===== src/rtl/tick_timer_pkg.sv =====
// rtl/tick_timer_pkg.sv - register map and bit positions shared by the tick timer
package tick_timer_pkg;

  typedef enum logic [1:0] {
    REG_COUNT  = 2'd0,
    REG_RELOAD = 2'd1,
    REG_CTRL   = 2'd2,
    REG_STATUS = 2'd3
  } reg_e;

  localparam int CTRL_AR  = 0;
  localparam int CTRL_IE  = 1;
  localparam int CTRL_RUN = 2;

  localparam int STAT_EXP    = 0;
  localparam int STAT_ACTIVE = 1;

  localparam logic [2:0] CTRL_RESET = 3'b100;

endpackage


===== src/rtl/tick_timer_channel.sv =====
// rtl/tick_timer_channel.sv - one down-counter channel with reload, sticky expiry and irq request
module tick_timer_channel
  import tick_timer_pkg::*;
#(
  parameter int W = 8
) (
  input  logic         clk,
  input  logic         reset_n,
  input  logic         tick,
  input  logic         we_count,
  input  logic         we_reload,
  input  logic         we_ctrl,
  input  logic         we_status,
  input  logic [W-1:0] di,
  output logic [W-1:0] count,
  output logic [W-1:0] reload,
  output logic [2:0]   ctrl,
  output logic         exp,
  output logic         irq_req
);

  logic step;
  logic expire;

  // A COUNT write steals this channel's tick, so it can neither decrement nor expire.
  assign step   = tick && ctrl[CTRL_RUN] && !we_count;
  assign expire = step && (count == W'(1));

  always_ff @(posedge clk or negedge reset_n) begin
    if (!reset_n) begin
      count  <= '0;
      reload <= '0;
      ctrl   <= CTRL_RESET;
      exp    <= 1'b0;
    end else begin
      if (we_count) begin
        count  <= di;
        reload <= di;
      end else begin
        if (we_reload)
          reload <= di;
        if (step && (count > W'(1)))
          count <= count - W'(1);
        else if (expire)
          count <= (ctrl[CTRL_AR] && (reload != '0)) ? reload : '0;
      end
      if (we_ctrl)
        ctrl <= di[2:0];
      // Set beats a coincident write-1-to-clear.
      if (expire)
        exp <= 1'b1;
      else if (we_status && di[STAT_EXP])
        exp <= 1'b0;
    end
  end

  assign irq_req = exp && ctrl[CTRL_IE];

endmodule


===== src/rtl/tick_timer_multi.sv =====
// rtl/tick_timer_multi.sv - prescaler, register decode, read mux and irq for NCH timer channels
module tick_timer_multi
  import tick_timer_pkg::*;
#(
  parameter int  MCLKFREQ     = 24000000,
  parameter int  TICKHZ       = 100,
  parameter int  SIM_PRESCALE = 0,
  parameter int  NCH          = 4,
  parameter int  W            = 8,
  localparam int AW           = $clog2(NCH) + 2
) (
  input  logic          clk,
  input  logic          reset_n,
  input  logic [AW-1:0] addr,
  input  logic [W-1:0]  di,
  input  logic          wren,
  input  logic          rden,
  output logic [W-1:0]  q,
  output logic          tick,
  output logic          irq
);

  localparam int PRESCALE = (SIM_PRESCALE != 0) ? SIM_PRESCALE : MCLKFREQ / TICKHZ;
  localparam int PW       = (PRESCALE > 1) ? $clog2(PRESCALE) : 1;

  logic [PW-1:0] presc;
  logic [AW-1:0] ch_sel;
  reg_e          reg_sel;
  logic [W-1:0]  rd_val;
  logic [W-1:0]  count_a  [NCH];
  logic [W-1:0]  reload_a [NCH];
  logic [2:0]    ctrl_a   [NCH];
  logic [NCH-1:0] exp_a;
  logic [NCH-1:0] irq_req_a;

  assign ch_sel  = addr >> 2;
  assign reg_sel = reg_e'(addr[1:0]);

  // Reloading from zero makes the first tick land on the first cycle after reset release.
  always_ff @(posedge clk or negedge reset_n) begin
    if (!reset_n) begin
      presc <= '0;
      tick  <= 1'b0;
    end else if (presc == '0) begin
      presc <= PW'(PRESCALE - 1);
      tick  <= 1'b1;
    end else begin
      presc <= presc - PW'(1);
      tick  <= 1'b0;
    end
  end

  for (genvar g = 0; g < NCH; g++) begin : g_ch
    logic sel;
    assign sel = wren && (ch_sel == AW'(g));

    tick_timer_channel #(.W(W)) u_ch (
      .clk       (clk),
      .reset_n   (reset_n),
      .tick      (tick),
      .we_count  (sel && (reg_sel == REG_COUNT)),
      .we_reload (sel && (reg_sel == REG_RELOAD)),
      .we_ctrl   (sel && (reg_sel == REG_CTRL)),
      .we_status (sel && (reg_sel == REG_STATUS)),
      .di        (di),
      .count     (count_a[g]),
      .reload    (reload_a[g]),
      .ctrl      (ctrl_a[g]),
      .exp       (exp_a[g]),
      .irq_req   (irq_req_a[g])
    );
  end

  // Channel indices beyond NCH match no entry and read back as zero.
  always_comb begin
    rd_val = '0;
    for (int i = 0; i < NCH; i++) begin
      if (ch_sel == AW'(i)) begin
        case (reg_sel)
          REG_COUNT:  rd_val = count_a[i];
          REG_RELOAD: rd_val = reload_a[i];
          REG_CTRL:   rd_val = W'(ctrl_a[i]);
          REG_STATUS: rd_val = W'({count_a[i] != '0, exp_a[i]});
          default:    rd_val = '0;
        endcase
      end
    end
  end

  always_ff @(posedge clk or negedge reset_n) begin
    if (!reset_n) begin
      q   <= '0;
      irq <= 1'b0;
    end else begin
      if (rden)
        q <= rd_val;
      irq <= |irq_req_a;
    end
  end

endmodule

===== config.mk =====
export PLATFORM = sky130hd
export DESIGN_NAME = tick_timer_multi
export DESIGN_NICKNAME = d
export VERILOG_FILES = /design/src/rtl/tick_timer_pkg.sv /design/src/rtl/tick_timer_channel.sv /design/src/rtl/tick_timer_multi.sv
export SDC_FILE = /design/constraint.sdc
export NUM_CORES = 1
export LEC_CHECK = 0
export BUFFER_PORTS_ARGS = -buffer_cell sky130_fd_sc_hd__buf_2
export CAP_MARGIN = 30
export CORE_MARGIN = 3
export CORE_UTILIZATION = 55
export DETAILED_ROUTE_END_ITERATION = 10
export GPL_TIMING_DRIVEN = 1
export PLACE_DENSITY_LB_ADDON = 0.3
export SLEW_MARGIN = 20
export SYNTH_ARGS = -nofsm -noshare
export SYNTH_HDL_FRONTEND = slang
export SYNTH_SLANG_ARGS = --single-unit

===== constraint.sdc =====
create_clock -name clk -period 3.9 [get_ports clk]
set_input_delay 0.195 -clock clk [delete_from_list [all_inputs] [get_ports clk]]
set_output_delay 0.195 -clock clk [all_outputs]
set_load 0.01 [all_outputs]

==> summary.md, run 1 <==
The flow ran to the end, and the final reports show no timing, DRC or antenna violations. Once detail routing completed, the nets flagged for antenna violations numbered 0. In the synthesized netlist the dominant register cell turns out to be dfrtp_1. The netlist area before placement was 6531 um2. Summed over all cells, the static leakage comes to 2.866 nW. In the final timing run, aggregate negative setup slack is 0 ns.

The run gives 0 as the overall overflow remaining after global route. The worst setup margin was 1.152 ns; the number of nets in the synthesized netlist was 703. The post-route clock period utilization came out at 0.7047. In the post-synthesis netlist, the biggest area contributors are dfrtp_1, mux2_2, nand2_1. For this run, the top clock speed supported by timing is 0.3639 GHz.

The tools report the CTS sink count as 108. With fillers left out, the area of the finished cells amounts to 6977 um2. The pin count of the biggest net entering global routing was 49; the die area was 13,220 um2. Data arrival time of the critical path: 2.96 ns. In this run the top signal layer used is met4.

The minimum setup slack after placement came out at 1.304 ns. The routed layout has 5,589 vias. For the worst-skew pair, the clock arrives at the later sink with an insertion delay of 0.36 ns. The tools report the half-perimeter wire length after placement as 12,400 um. Number of diodes: 0. 26 I/O pins were placed. IR analysis of the VDD net gives a maximum drop of 303.7 uV.

Category of the critical setup timing path: reg2reg. The share of cells above drive strength 1 came out at 0.1796. For this run, the detailed router's first-pass iteration total came to 6.

The biggest fanout along the worst timing path was 11. Between clock sinks in the finished design, the worst skew comes to 0.01038 ns. TritonCTS built the clock tree. The power per standard cell area was 459.5 nW/um2.

The met1 layer wirelength in the final routing was 7461 um. At the worst endpoint, the required time is 4.12 ns. Number of global-route vias before repair: 5,129.

The level count of the clock H-tree came out at 3. The run gives 2 as the maximum number of buffers from clock root to sink. The remaining max-slew budget at the tightest pin is 0.3633, and the reported max-cap violation count is 0.

The top cell types in the final layout, fill and taps aside, are dfrtp_1, nand2_1, mux2_2. After detailed placement, the total cell area comes to 6679 um2. The met2 wire length is 7822 um.

The largest single stage delay on the critical path is 0.69 ns. Standard cell with the maximum stage delay on the critical path: or4_1. The clock slew seen by the registers of the worst setup and hold paths was 0.07 ns; the global-route total usage across every layer was 0.2725. The signal on the critical path passes through or4_1 -> nor3_2 -> a221oi_1 -> nor3_1 -> o22ai_1. The number of distinct standard cells referenced by the synthesized netlist is 73, and the fraction of synthesis flops using an asynchronous set or reset pin is 1.000. The multi-input combinational cells in the finished layout cover a total of 3567 um2. The floorplan step set the die width to 115.0 um. Synthesis produced a netlist whose cell count is 674.

The synthesized design contains 0 enable-type register cells. The average instance in the mapped netlist occupies 9.690 um2. The count of port buffers added during placement came out at 25. Slew of the pin with the lowest slew margin: 0.9478 ns. The root buffer cell chosen for the clock tree is clkbuf_16. After detailed routing, the average wire length per cell comes to 21.17 um. The total count of max-transition violations in the final report came out at 0.

Average via count per standard cell: 6.750. After filler insertion, the fill cell instance count of the layout stands at 949. The floorplan step defined a core boundary enclosing 11,520 um2. In this run, the number of DRC markers left after iteration 0 of detailed routing was 686. The worst setup path is captured at a flop. The tools report the setup fix buffers added after clock tree synthesis as 0. For the number of endpoints with negative hold slack in the final report, the log shows 0. The library cell occupying the most area in the post-synthesis netlist is dfrtp_1. The logs give 0.4146 for the share of synthesized area occupied by flip-flops and latches and 709 for the final-stage net count. The number of antenna violations at the first check in global routing came out at 0. The post-cts gate resize count was 0. Among cell families on the critical path, the largest total delay comes from simple AND/OR/NAND/NOR gates. Leaving out fill and tap cells, the most frequent cell in the layout is dfrtp_1. The number of clock buffers inserted by TritonCTS came out at 9. The time the final worst path needs with I/O delays and setup was 2.748 ns; the number of remaining DRC errors was 0. The global-route wire length before repair is 27,960 um, and the total length of routed wires is 17,530 um. Setup violations remaining at the end of the flow were counted as 0. The area growth from synthesis to layout is 6.820%. STA classifies the critical path startpoint as a flop. In the detailed route, the total length drawn on met3 is 1701 um. The floorplan step set the die height to 115.0 um. The run gives 0.9799 as the placer congestion estimate. The tightest min-delay check is of the in2reg type. In this run, synthesis produced a sequential element count of 108. The proportion of netlist area held by the largest area contributor was 0.3985; the row count was 39. The tools report the sequential cell area in the final layout as 2708 um2. Setup repair after global routing left no endpoint under its margin. The tools report the initial standard-cell utilization of the core as 0.5671. The count of warnings emitted by yosys came out at 0. The critical path buffer and inverter count is 0.
worst register-to-register path: stages (launching register included):
cell	delay [ns]
dfrtp_1	0.44
or4_1	0.69
nor3_2	0.58
a221oi_1	0.23
nor3_1	0.51
o22ai_1	0.16
through the flow:
step	std cells	total power [mW]	util	hold slack, ns
global route	828	3.360	0.6058	0.2037
global placement	811	2.287	0.5800	0.09346
CTS	828	3.204	0.6058	0.1901
detailed placement	811	2.314	0.5800	0.09738
floorplan	674	2.065	-	-0.1006
finish	828	3.206	0.6058	0.1943
path summary, 6_finish.rpt:
path / startpoint / endpoint / slack (ns) / depth (start not counted)
setup / recovery: g_ch[2].u_ch.count[4] / q[1] / 1.15 / 5
hold / removal: di[6] / g_ch[0].u_ch.count[6] / 0.19 / 3
setup reg to reg: g_ch[2].u_ch.count[4] / q[1] / 1.15 / 5
hold reg to reg: presc[16] / presc[16] / 0.48 / 1
max in group asynchronous: reset_n / g_ch[1].u_ch.count[4] / 2.74 / 3
min in group asynchronous: reset_n / presc[1] / 0.26 / 2
per-layer routing:
layer,track usage,up-vias
li1,-,2504
met1,0.3967,2738
met2,0.4055,303
met3,0.05579,44
met4,0.09624,0
met5,0,-
power breakdown:
| part | internal [mW] | switching, mW | leakage, nW | total [mW] |
|---|---|---|---|---|
| Sequential | 1.32 | 0.255 | 1.27 | 1.58 |
| Clock | 0.469 | 0.418 | 0.142 | 0.887 |
| Combinational | 0.348 | 0.394 | 1.46 | 0.742 |
kinds of logic (layout without fill, tap and decap cells):
group | after synthesis | in the layout | share of synthesized area
flops | 108 | 108 | 0.4146
fa+ha+maj | 13 | 13 | 0.02490
buf+inv | 55 | 66 | 0.03927
xor+xnor | 23 | 23 | 0.03084
compound gates | 166 | 166 | 0.1749
simple gates | 227 | 227 | 0.1734
mux | 82 | 82 | 0.1421
registers in the layout, indices dropped and copies added, names as in the netlist:
signal and count:
irq 1, presc 18, q 8, g_ch.u_ch.ctrl 12, g_ch.u_ch.reload 32, g_ch.u_ch.count 32
tick 1, g_ch.u_ch.exp 4
cells in the mapped netlist (8+ instances only):
master and count:
nand2_1 71, a21oi_1 33, nor3_1 20, nor2b_1 9
clkbuf_1 19, nand3_1 15, ha_1 13, nand4_1 8
mux2_2 56, a31oi_1 17, xor2_1 10, dfrtp_1 104
inv_1 21, xnor2_1 13, nor4_1 9, nor2_1 50
o21ai_0 31, mux2i_1 23
final cells by class:
cell class,count,share of cell area
clock inverter,5,0.005022
sequential,108,0.3881
tap,143,0.02565
multi-input combinational,511,0.5113
inverter,22,0.01184
clock buffer,11,0.03623
timing repair buffer,28,0.02188
what timing repair did:
item / CTS / global route
hold buffers: 1 / 0
endpoints found under the setup margin: 0 / 0
endpoints found under the hold margin: 20 / 0
(Power assumes the default switching activity.)
==> inputs of run 2 (changes only) <==
==> constraint.sdc (replaced) <==
create_clock -name clk -period 2.6 [get_ports clk]
set_input_delay 0.13 -clock clk [delete_from_list [all_inputs] [get_ports clk]]
set_output_delay 0.13 -clock clk [all_outputs]
set_load 0.01 [all_outputs]
==> run 2 against run 1 <==
Effect of this change: sequential power up 49%; utilization up 0.86 points; sequential cell count unchanged; die area unchanged; global-route usage up 0.28 points; register-to-register slack worse by 0.83 ns; first-iteration DRC count down 12%; cell area up 1.4%; clock-buffer cell count down 1.
==> summary.md, run 2 (same netlist as run 1, synthesis figures left out) <==
Global-route total usage across every layer: 0.2753. In the routed design, unresolved DRC markers number 0. Dividing the detail-routed via count by the number of cells gives 6.576.

The logs give 0 for the number of antenna violations at the first check in global routing and 28,590 um for the global-route wire length before repair. The run gives 11,520 um2 as the total core area. The insertion delay to the later sink of the worst-skew pair was 0.36 ns. 0 antenna diodes ended up in the layout. The total of endpoints with negative setup slack in the final report was 0. For the pin count of the biggest net entering global routing, the log shows 65. Count of port buffers added during placement: 25.

Clock-pin slew was measured on the worst setup and hold paths at 0.07 ns. The flow ran to the end, and the final reports show no timing, DRC or antenna violations. In this run the horizontal extent of the chip is 115.0 um. Category of the critical setup timing path: reg2reg.

After detailed routing, the average wire length per cell comes to 20.82 um. The logs give 0.6144 for the final standard cell utilization of the core and 5,517 for the routed via count. The level count of the clock H-tree is 3, and the number of endpoints with negative hold slack in the final report is 0. The smallest clock period supported by the final layout is computed as 2.283 ns. Post-route clock period utilization: 0.8781.

The remaining max-slew budget at the tightest pin was 0.5331. The worst hold path belongs to the class in2reg. Placer congestion estimate: 0.9386.

Wires add up to 17,470 um. The count of antenna-violating nets left after detailed routing was 0. The run gives 0 as the reported max-cap violation count. The power per standard cell area came out at 684.4 nW/um2.

The critical path data required time was 2.86 ns; the slew of the pin with the lowest slew margin was 0.6977 ns. The clock drives 108 sinks. In this run the worst path has a maximum fanout of 7. Leaving out fill and tap cells, the most frequent cells in the layout are dfrtp_1, nand2_1, mux2_2. The die covers 13,220 um2. The total count of max-transition violations in the final report is 0, and the final-stage net count is 720.

After floorplanning, the core was divided into 39 placement rows. For this block, the initial DRC count from the detailed router was 604. The startpoint type of the worst setup path is a flop. After global routing the overflow that remains totals 0. CTS placed an instance of clkbuf_16 at the clock tree root. The number of clock buffers inserted by TritonCTS came out at 9. Setup repair after global routing left no endpoint under its margin. The logs give 5,454 for the number of global-route vias before repair and 2.54 ns for the data arrival time of the critical path. After legalization and detailed placement, the total HPWL measured 12,290 um.

The die is 115.0 um tall. In this run the static leakage power is 2.924 nW. The tools report the initial standard-cell utilization of the core as 0.5671. I/O pin count: 26. Share of cells above drive strength 1: 0.1925. TritonCTS built the clock tree.

Compared with the post-synthesis result, the final layout area differs by 8.333%. The clock arrives with 0.007294 ns of skew. The largest registers in the layout are g_ch.u_ch.count (32), g_ch.u_ch.reload (32), presc (18). Leaving out fill and tap cells, the most frequent cell in the layout is dfrtp_1.

The maximum clock frequency is 0.4380 GHz, and the maximum number of buffers from clock root to sink is 2. The maximum ir drop on the vdd rail came out at 385.1 uV. In the final timing run, aggregate negative setup slack is 0 ns. The tools report the total iterations of the first detailed-routing run as 5. The tools report the kind of end point of the critical path as a flop.
## run 2: timing repair
item | CTS | global route
buffers inserted | 0 | 0
hold endpoints to repair | 42 | 0
resized for setup | 0 | 0
hold buffers | 1 | 0
## run 2: critical path, stage by stage (launching register included)
cell       delay, ns
dfrtp_1         0.46
inv_1           0.10
ha_1            0.28
or2_2           0.33
a31oi_1         0.48
nand4bb_1       0.20
xnor2_1         0.16
o22a_1          0.17
## run 2: report_power, final
| group | switching, mW | total (mW) | internal [mW] |
|---|---|---|---|
| sequential | 0.372 | 2.35 | 1.98 |
| clock | 0.667 | 1.36 | 0.692 |
| combinational | 0.597 | 1.13 | 0.533 |
| total | 1.64 | 4.84 | 3.21 |
## run 2: layer usage
metal  up-vias  share of wire  routed length [um]  global-route usage
li1       2536              -                   -                   -
met1      2711           0.44                7758              0.3842
met2       228           0.46                8024              0.4225
met3        42          0.065                1141             0.05632
met4         0          0.031                 541              0.1095
met5         -              0                   0                   0
## run 2: per-stage QoR
step / cells / worst slack [ns] / cell area (um2) / hold slack (ns) / power (mW)
global route: 839 / 0.1917 / 7076 / 0.1437 / 5.091
detailed placement: 822 / 0.3418 / 6774 / 0.1805 / 3.481
CTS: 839 / 0.3249 / 7076 / 0.1199 / 4.842
finish: 839 / 0.3169 / 7076 / 0.1275 / 4.842
global placement: 822 / 0.3774 / 6774 / 0.1724 / 3.432
floorplan: 674 / 0.5268 / 6531 / -0.1656 / 3.097
## run 2: worst paths after layout
path	startpoint	end	slack, ns	cells after the start
min in group asynchronous	reset_n	g_ch[3].u_ch.count[1]	0.32	2
max in group asynchronous	reset_n	g_ch[0].u_ch.ctrl[2]	1.49	3
worst max register to register	g_ch[1].u_ch.count[0]	g_ch[1].u_ch.count[5]	0.32	7
worst max-delay path	g_ch[1].u_ch.count[0]	g_ch[1].u_ch.count[5]	0.32	7
worst min-delay path	di[3]	g_ch[2].u_ch.count[3]	0.13	3
worst min register to register	presc[16]	presc[16]	0.46	1
## run 2: area by class of cell
class                      count  area [um2]
clock inverter                 6       52.55
tap                          143       178.9
multi-input combinational    511        3567
fill                         994        4441
timing repair buffer          39       247.7
sequential                   108        2708
clock buffer                  10       239.0
inverter                      22       82.58
